==> src/rtl/alu_result_stage.sv <==
// Result stage behind the combinational ALU: a 2-entry skid buffer on the
// result/opcode/flags path plus architectural status and overflow accounting.
module alu_result_stage #(
    parameter int WIDTH     = 32,
    parameter int OVF_CNT_W = 8
) (
    input  logic                 clk,
    input  logic                 rst_n,
    input  logic                 in_valid,
    output logic                 in_ready,
    input  logic [WIDTH-1:0]     in_y,
    input  logic [3:0]           in_op,
    input  logic                 in_carry,
    input  logic                 in_overflow,
    input  logic                 in_zero,
    input  logic                 in_negative,
    output logic                 out_valid,
    input  logic                 out_ready,
    output logic [WIDTH-1:0]     out_y,
    output logic [3:0]           out_op,
    output logic [3:0]           out_flags,
    output logic [3:0]           status_flags,
    output logic                 sticky_ovf,
    output logic [OVF_CNT_W-1:0] ovf_count,
    input  logic                 clr_sticky
);

    // State bits are {skid_valid, out_valid}; 2'b10 cannot occur.
    typedef enum logic [1:0] {
        EMPTY = 2'b00,
        ONE   = 2'b01,
        FULL  = 2'b11
    } state_t;

    state_t state_q, state_d;

    logic             accept, commit;
    logic             load_out_in, load_out_skid, load_skid;
    logic [3:0]       in_flags;
    logic [WIDTH-1:0] skid_y;
    logic [3:0]       skid_op;
    logic [3:0]       skid_flags;

    function automatic logic [OVF_CNT_W-1:0] sat_inc(input logic [OVF_CNT_W-1:0] c);
        return (&c) ? c : c + 1'b1;
    endfunction

    assign in_flags  = {in_negative, in_zero, in_carry, in_overflow};
    assign in_ready  = ~state_q[1];
    assign out_valid = state_q[0];
    assign accept    = in_valid & in_ready;
    assign commit    = out_valid & out_ready;

    always_ff @(posedge clk or negedge rst_n) begin
        if (!rst_n) state_q <= EMPTY;
        else        state_q <= state_d;
    end

    always_comb begin
        state_d       = state_q;
        load_out_in   = 1'b0;
        load_out_skid = 1'b0;
        load_skid     = 1'b0;
        case (state_q)
            EMPTY: begin
                if (accept) begin
                    load_out_in = 1'b1;
                    state_d     = ONE;
                end
            end
            ONE: begin
                if (accept && commit) begin
                    load_out_in = 1'b1;
                end else if (accept) begin
                    load_skid = 1'b1;
                    state_d   = FULL;
                end else if (commit) begin
                    state_d = EMPTY;
                end
            end
            FULL: begin
                if (commit) begin
                    load_out_skid = 1'b1;
                    state_d       = ONE;
                end
            end
            default: state_d = EMPTY;
        endcase
    end

    // Output and skid registers: the only timing boundary between ALU and consumer
    always_ff @(posedge clk or negedge rst_n) begin
        if (!rst_n) begin
            out_y      <= '0;
            out_op     <= '0;
            out_flags  <= '0;
            skid_y     <= '0;
            skid_op    <= '0;
            skid_flags <= '0;
        end else begin
            if (load_out_in) begin
                out_y     <= in_y;
                out_op    <= in_op;
                out_flags <= in_flags;
            end else if (load_out_skid) begin
                out_y     <= skid_y;
                out_op    <= skid_op;
                out_flags <= skid_flags;
            end
            if (load_skid) begin
                skid_y     <= in_y;
                skid_op    <= in_op;
                skid_flags <= in_flags;
            end
        end
    end

    // Commit side effects; a V=1 commit wins over a simultaneous clear
    always_ff @(posedge clk or negedge rst_n) begin
        if (!rst_n) begin
            status_flags <= '0;
            sticky_ovf   <= 1'b0;
            ovf_count    <= '0;
        end else begin
            if (commit) status_flags <= out_flags;
            if (commit && out_flags[0]) begin
                sticky_ovf <= 1'b1;
                ovf_count  <= clr_sticky ? OVF_CNT_W'(1) : sat_inc(ovf_count);
            end else if (clr_sticky) begin
                sticky_ovf <= 1'b0;
                ovf_count  <= '0;
            end
        end
    end

endmodule

==> config.mk <==
export PLATFORM = sky130hd
export DESIGN_NAME = alu_result_stage
export DESIGN_NICKNAME = d
export VERILOG_FILES = /design/src/rtl/alu_result_stage.sv
export SDC_FILE = /design/constraint.sdc
export NUM_CORES = 1
export LEC_CHECK = 0
export BUFFER_PORTS_ARGS = -buffer_cell sky130_fd_sc_hd__buf_2
export CAP_MARGIN = 20
export CORE_MARGIN = 5
export CORE_UTILIZATION = 53
export CTS_BUF_LIST = sky130_fd_sc_hd__clkbuf_16
export CTS_CLUSTER_DIAMETER = 50
export CTS_CLUSTER_SIZE = 14
export DETAILED_ROUTE_END_ITERATION = 7
export PLACE_DENSITY = 0.89
export SYNTH_ARGS = -nofsm -noshare
export SYNTH_HDL_FRONTEND = slang
export SYNTH_SLANG_ARGS = --single-unit
==> constraint.sdc <==
create_clock -name clk -period 1.9 [get_ports clk]
set_input_delay 0.095 -clock clk [delete_from_list [all_inputs] [get_ports clk]]
set_output_delay 0.095 -clock clk [all_outputs]
set_load 0.005 [all_outputs]
Word level (Yosys, flattened, before mapping)
Cells that the tools add are included.
- bits in registers: 95
- bits in latches: 0
- RAM bits: 0
- bits in read-only memories: 0
- bits of input ports: 45
- output and inout port bits: 55
- word-level logic and storage cells: 54
- memories: 0
- add/sub/neg operators: 1
- multipliers: 0
- divide/modulo/power cells: 0
- magnitude comparators: 0
- equality and inequality tests: 7
- shifts and indexed selects: 0
- multiplexer cells: 25
- bitwise gates (word level): 3
- reduce and logical (&&, ||, !) cells: 8
- operators by type and width (cell ; number):
    $mux W32 ; 2
    $mux W8 ; 4
    $mux W4 ; 4
    $mux W2 ; 5
    $add A8 B1 Y8 const B ; 1
    $mux W1 ; 8
    $ne A2 B2 Y1 const B ; 4
    $reduce_and A8 Y1 ; 1
    $pmux W2 S3 ; 1
    $reduce_and A4 Y1 ; 1
    $reduce_bool A2 Y1 ; 2
    $ne A3 B3 Y1 const B ; 1
    $and A1 B1 Y1 ; 2
    $eq A2 B1 Y1 const B ; 1
    $eq A2 B2 Y1 const B ; 1
    $logic_and A1 B1 Y1 ; 2
    $logic_not A2 Y1 ; 1
    $pmux W1 S2 ; 1
    $reduce_and A2 Y1 ; 1
    $not A1 Y1 ; 1

Logic depth before layout (Yosys ltp)
- word-level depth: 6
- mapped depth: 8
- gate-level depth less buffers: 6

Worst setup path before layout
No wires, ideal clock.
- kind: register to register
- start point: reg state_q[1]
- end point: reg skid_flags[0]
- setup time: 0.125 ns
- arrival: 1.621 ns
- required time: 1.775 ns
- slack: 0.154 ns
- cell stages (with the launch flop): 7
- buffers on the path: 1
- period minus slack after synthesis: 1.746 ns
- cell sequence: dfrtp_1 -> inv_1 -> ha_1 -> nand3b_1 -> a21oi_2 -> buf_6 -> mux2_2
- longest elaborated chain between the ends: 5
- elaborated cells between the ends (all ways): 7
- those cells by class: eq/ne (1); mux (3); bitwise (2); reduce/logical (1)
- ends and longest elaborated chain (what ; RTL line ; RTL):
    start, declared ; 35 ; state_t state_q, state_d;
    start signal, assigned ; 56 ; else state_q <= state_d;
    $not A1 Y1 * ; 49 ; assign in_ready = ~state_q[1];
    net in_ready ; 10 ; output logic in_ready,
    $and A1 B1 Y1 * ; 51 ; assign accept = in_valid & in_ready;
    $mux W1 / $logic_and A1 B1 Y1 (equally long branches) ; 74, 72 ;
    $mux W1 * ; 72 ; if (accept && commit) begin
    $mux W1 * ; 64 ; case (state_q)
    end signal, assigned ; 113 ; skid_flags <= in_flags;
    end, declared ; 42 ; logic [3:0] skid_flags;
Mark *: on every way through the listed nets, which the timed path passes. The rest lies on a longest branch.
A chain may end at the register's enable or synchronous reset.

Worst setup path in the final report
- start point: reg state_q[1]
- end point: reg out_flags[2]
- longest elaborated chain between the ends: 6
- elaborated cells between the ends (all ways): 12
- those cells by class: eq/ne (2); mux (5); bitwise (2); reduce/logical (3)
- ends and longest elaborated chain (what ; RTL line ; RTL):
    $not A1 Y1 ; 49 ;
    $and A1 B1 Y1 ; 51 ;
    $logic_and A1 B1 Y1 ; 72 ;
    $mux W1 ; 72 ;
    $pmux W1 S2 ; 64 ;
    $mux W4 / $reduce_bool A2 Y1 (equally long branches) ; - ;
    end signal, assigned ; 104 ; out_flags <= in_flags;
    end signal, assigned ; 108 ; out_flags <= skid_flags;
    end, declared ; 21 ; output logic [3:0] out_flags,
Several ways; a longest one is shown, not always the timed one.

==> results.md <==
| Item | This run | Unit |
|---|---|---|
| Result of the run | finished clean | - |
| Flip-flop cell with the highest count after synthesis | sky130_fd_sc_hd__dfrtp_1 | - |
| Worst clock skew | 0.00995 | ns |
| Via Count | 3078 | - |
| Post-route insts no fill | 578 | - |
| Cell count of the worst hold path | 3 | - |
| Number of port buffers | 99 | - |
| R2R depth | 8 | - |
| Remaining antenna violation count after routing | 0 | - |
| Post-Route Setup TNS | 0 | ns |
| Die span in x | 99.1 | um |
| Post-synthesis area per instance | 12.1 | um^2 |
| First-pass GRT wire length | 15.5 | mm |
| I/O pin total | 100 | - |
| Endpoints failing hold | 0 | - |
| Slowest CP cell | sky130_fd_sc_hd__dfrtp_1 | - |
| Maximum number of pins on one net before global-route repair | 51 | - |
| Via count of the first global-routing pass | 3226 | - |
| Commonest cells after routing, fill and taps aside | 98 x sky130_fd_sc_hd__buf_2, 95 x sky130_fd_sc_hd__dfrtp_1, 48 x sky130_fd_sc_hd__nand2_1 | - |
| Share of cells above drive strength 1 | 35.9 | % |
| Register area share after synthesis | 56.5 | % |
| Overall die area | 9810 | um^2 |
| HPWL after DPL | 6.32 | mm |
| Total of max-cap violations | 0 | - |
| Warnings from Yosys | 0 | - |
| Power share of the sequential group | 42.2 | % |
| Vias per std cell | 5.33 | - |
| Routability-driven placement congestion ratio | 0.879 | - |
| Clock insertion delay at the later pin of the skew report | 0.33 | ns |
| Number of fillers in the final layout | 550 | - |
| Number of antenna violations at the first check in global routing | 0 | - |
| Hold-fix buffers at CTS | 24 | - |
| RSZ-0062 raised after global routing | no | - |
| Number of failing setup endpoints in the final timing report | 0 | - |
| Share of total power consumed by net switching | 31.4 | % |
| Height of the die | 99.1 | um |
| Achievable frequency | 548 | MHz |
| Design Area, Final | 5440 | um^2 |
| Clock transition at the register clock pins on the worst setup and hold paths after CTS | 0.07 | ns |
| Hold Path Class | in -> reg | - |
| Worst Path Buf+Inv | 3 | - |
| Violation count after the first detailed-route iteration | 86 | - |
| Max-slew headroom at the worst pin | 60.3 | % |
| Post CTS Setup Buffer Count | 0 | - |
| Switching Power | 2600 | uW |
| Crit path DAT | 2.02 | ns |
| # H-tree levels | 3 | - |
| Cell total after placement | 538 | - |
| Most common library cell in the layout ignoring fill and taps | sky130_fd_sc_hd__buf_2 | - |
| Post-route DRC | 0 | - |
| Delay of the slowest cell on the worst path | 0.45 | ns |
| Clk sink count | 95 | - |
| Required time of the worst setup path | 2.09 | ns |
| GR Overflow Total | 0 | - |
| Post-detailed-route wirelength per cell | 16.1 | um |
| Fin nets | 521 | - |
| Post-Place Cell Area | 4850 | um^2 |
| Startpoint class of the critical path | register | - |
| Root Buffer | sky130_fd_sc_hd__clkbuf_16 | - |
| GRT Overall Usage | 19.5 | % |
| FFs w/ async S/R, synth | 100 | % |
| Slew at the pin closest to its max-slew limit | 0.595 | ns |
| Comb power frac | 33.2 | % |
| Clock Power Share | 24.6 | % |
| Number of buffers on the longest clock path | 2 | - |
| Crit end category | register | - |
| Area of the placeable core | 7730 | um^2 |
| Initial standard-cell utilization of the core | 54.4 | % |
| Count of TritonRoute iterations in the first routing pass | 4 | - |
| Leakage component of the power | 0.00273 | uW |
| Synth Net Count | 397 | - |
| Sum of routed wire length over all layers | 9.32 | mm |
| Max Slew Vio Count | 0 | - |
| # resized after CTS | 0 | - |
| Max IR drop VDD | 1.10 | mV |
| Number of buffers created by CTS | 9 | - |
| Clock tree from TritonCTS | built | - |
| Internal power consumption | 5690 | uW |
| Number of flops mapped to enable cells by yosys | 0 | - |
| Max FO, Critical Path | 30 | - |
| Distinct cell type count of the synthesized netlist | 37 | - |
| Crit path max-delay family | buffers and inverters | - |
| Synthesized instance count | 347 | - |
| Count of standard-cell rows | 32 | - |
| Cell repeated most along the worst path | sky130_fd_sc_hd__buf_4 | - |
| Depth of the critical timing path with buffers and inverters included | 8 | - |
| Critical path cell sequence | inv_1, ha_1, buf_4, a31oi_1, nor2_4, buf_4, nand2_1, o21ai_0 | - |
| Antenna Cells | 0 | - |
| Number of register bits inferred by synthesis | 95 | - |
| Utilization after layout | 70.4 | % |
| Critical path class | reg -> reg | - |
| Post-synthesis to final-layout area growth | 29.3 | % |
| Synthesized area | 4200 | um^2 |
| Power density of the placed cells | 1530 | nW/um^2 |
| Min Tclk post-route | 1.82 | ns |
| Portion of the clock cycle consumed by the worst path in the final layout | 96.0 | % |
## layout make-up
class | count | area, um^2 | area share, %
clock inverters | 7 | 119 | 2.19
flip-flops and latches | 95 | 2380 | 43.7
repair buffers | 132 | 868 | 16.0
clock buffers | 9 | 225 | 4.14
well taps | 102 | 128 | 2.35
inverters | 3 | 11.3 | 0.207
multi-input cells | 230 | 1710 | 31.4
## power groups by stage
stage	clock network, uW	registers, uW	logic [uW]
6_report	2040	3500	2750
5_1_grt	2170	3620	3070
4_1_cts	2080	3500	2800
3_5_place_dp	0	3530	2740
3_3_place_gp	0	3460	2580
2_1_floorplan	0	3440	1700
## stage by stage
stage	power, uW	hold WS (ns)	setup WS (ns)
after floorplan	5140	-0.201	0.154
after global placement	6040	0.125	0.165
after detailed placement	6270	0.135	0.0980
after CTS	8370	0.000483	0.0894
after global routing	8860	0.00380	0.00640
final	8300	0.00306	0.0755
## kinds of logic (layout without fill, tap and decap cells)
logic type / after synthesis / count (layout) / synth area share, %
AO/OA/AOI/OAI: 60 / 60 / 8.07
AND/OR/NAND/NOR: 77 / 77 / 8.48
flip-flops: 95 / 95 / 56.5
multiplexers: 86 / 86 / 21.8
XOR/XNOR: 2 / 2 / 0.417
buffers and inverters: 22 / 151 / 3.21
adder cells (fa/ha/maj): 5 / 5 / 1.49
## Yosys cell counts, drive strengths merged, types with 2 or more instances
library cell	number	area share [%]
o21ai	45	5.4
a21oi	5	0.68
nand4	3	0.80
inv	3	0.27
a211oi	4	0.71
nor2	7	0.68
nand3b	2	0.36
nand2	49	4.4
nor3	4	0.48
mux2i	42	10
mux2	44	12
dfrtp	95	57
nand3	5	0.60
buf	14	2.4
clkbuf	5	0.57
ha	5	1.5
nor2b	3	0.45
## final timing paths
path / start / to / slack, ns
worst min-delay path: in_y[11] / out_y[11]$_DFFE_PN0P_ / 0.003
min in group asynchronous: rst_n / sticky_ovf$_DFFE_PN0P_ / 0.36
max in group asynchronous: rst_n / out_y[7]$_DFFE_PN0P_ / 0.88
worst min register to register: skid_y[5]$_DFFE_PN0P_ / skid_y[5]$_DFFE_PN0P_ / 0.51
worst max-delay path: state_q[1]$_DFFE_PN0P_ / out_flags[2]$_DFFE_PN0P_ / 0.08
worst max register to register: state_q[1]$_DFFE_PN0P_ / out_flags[2]$_DFFE_PN0P_ / 0.08
## worst reg2reg max path, stage by stage (launching register included)
cell                      delay (ns)
sky130_fd_sc_hd__dfrtp_1        0.45
sky130_fd_sc_hd__inv_1          0.11
sky130_fd_sc_hd__ha_1           0.21
sky130_fd_sc_hd__buf_4          0.16
sky130_fd_sc_hd__a31oi_1        0.26
sky130_fd_sc_hd__nor2_4         0.07
sky130_fd_sc_hd__buf_4          0.23
sky130_fd_sc_hd__nand2_1        0.11
sky130_fd_sc_hd__o21ai_0        0.09
## layer usage
layer  GRT usage (%)  vias up  part of all wire (%)
met5               0        -                     0
met4            5.99        0                   1.1
met3            4.74       13                   5.3
met2            33.6       80                    52
met1            24.2     1512                    42
li1                -     1473                     -
## flip-flops by register name (all words and copies together), names as in the netlist
register and cells:
state_q 2, status_flags 4, out_y 32, skid_y 32
sticky_ovf 1, out_op 4, skid_op 4, skid_flags 4
ovf_count 8, out_flags 4
Note: power is estimated with default switching activity, not from simulation.
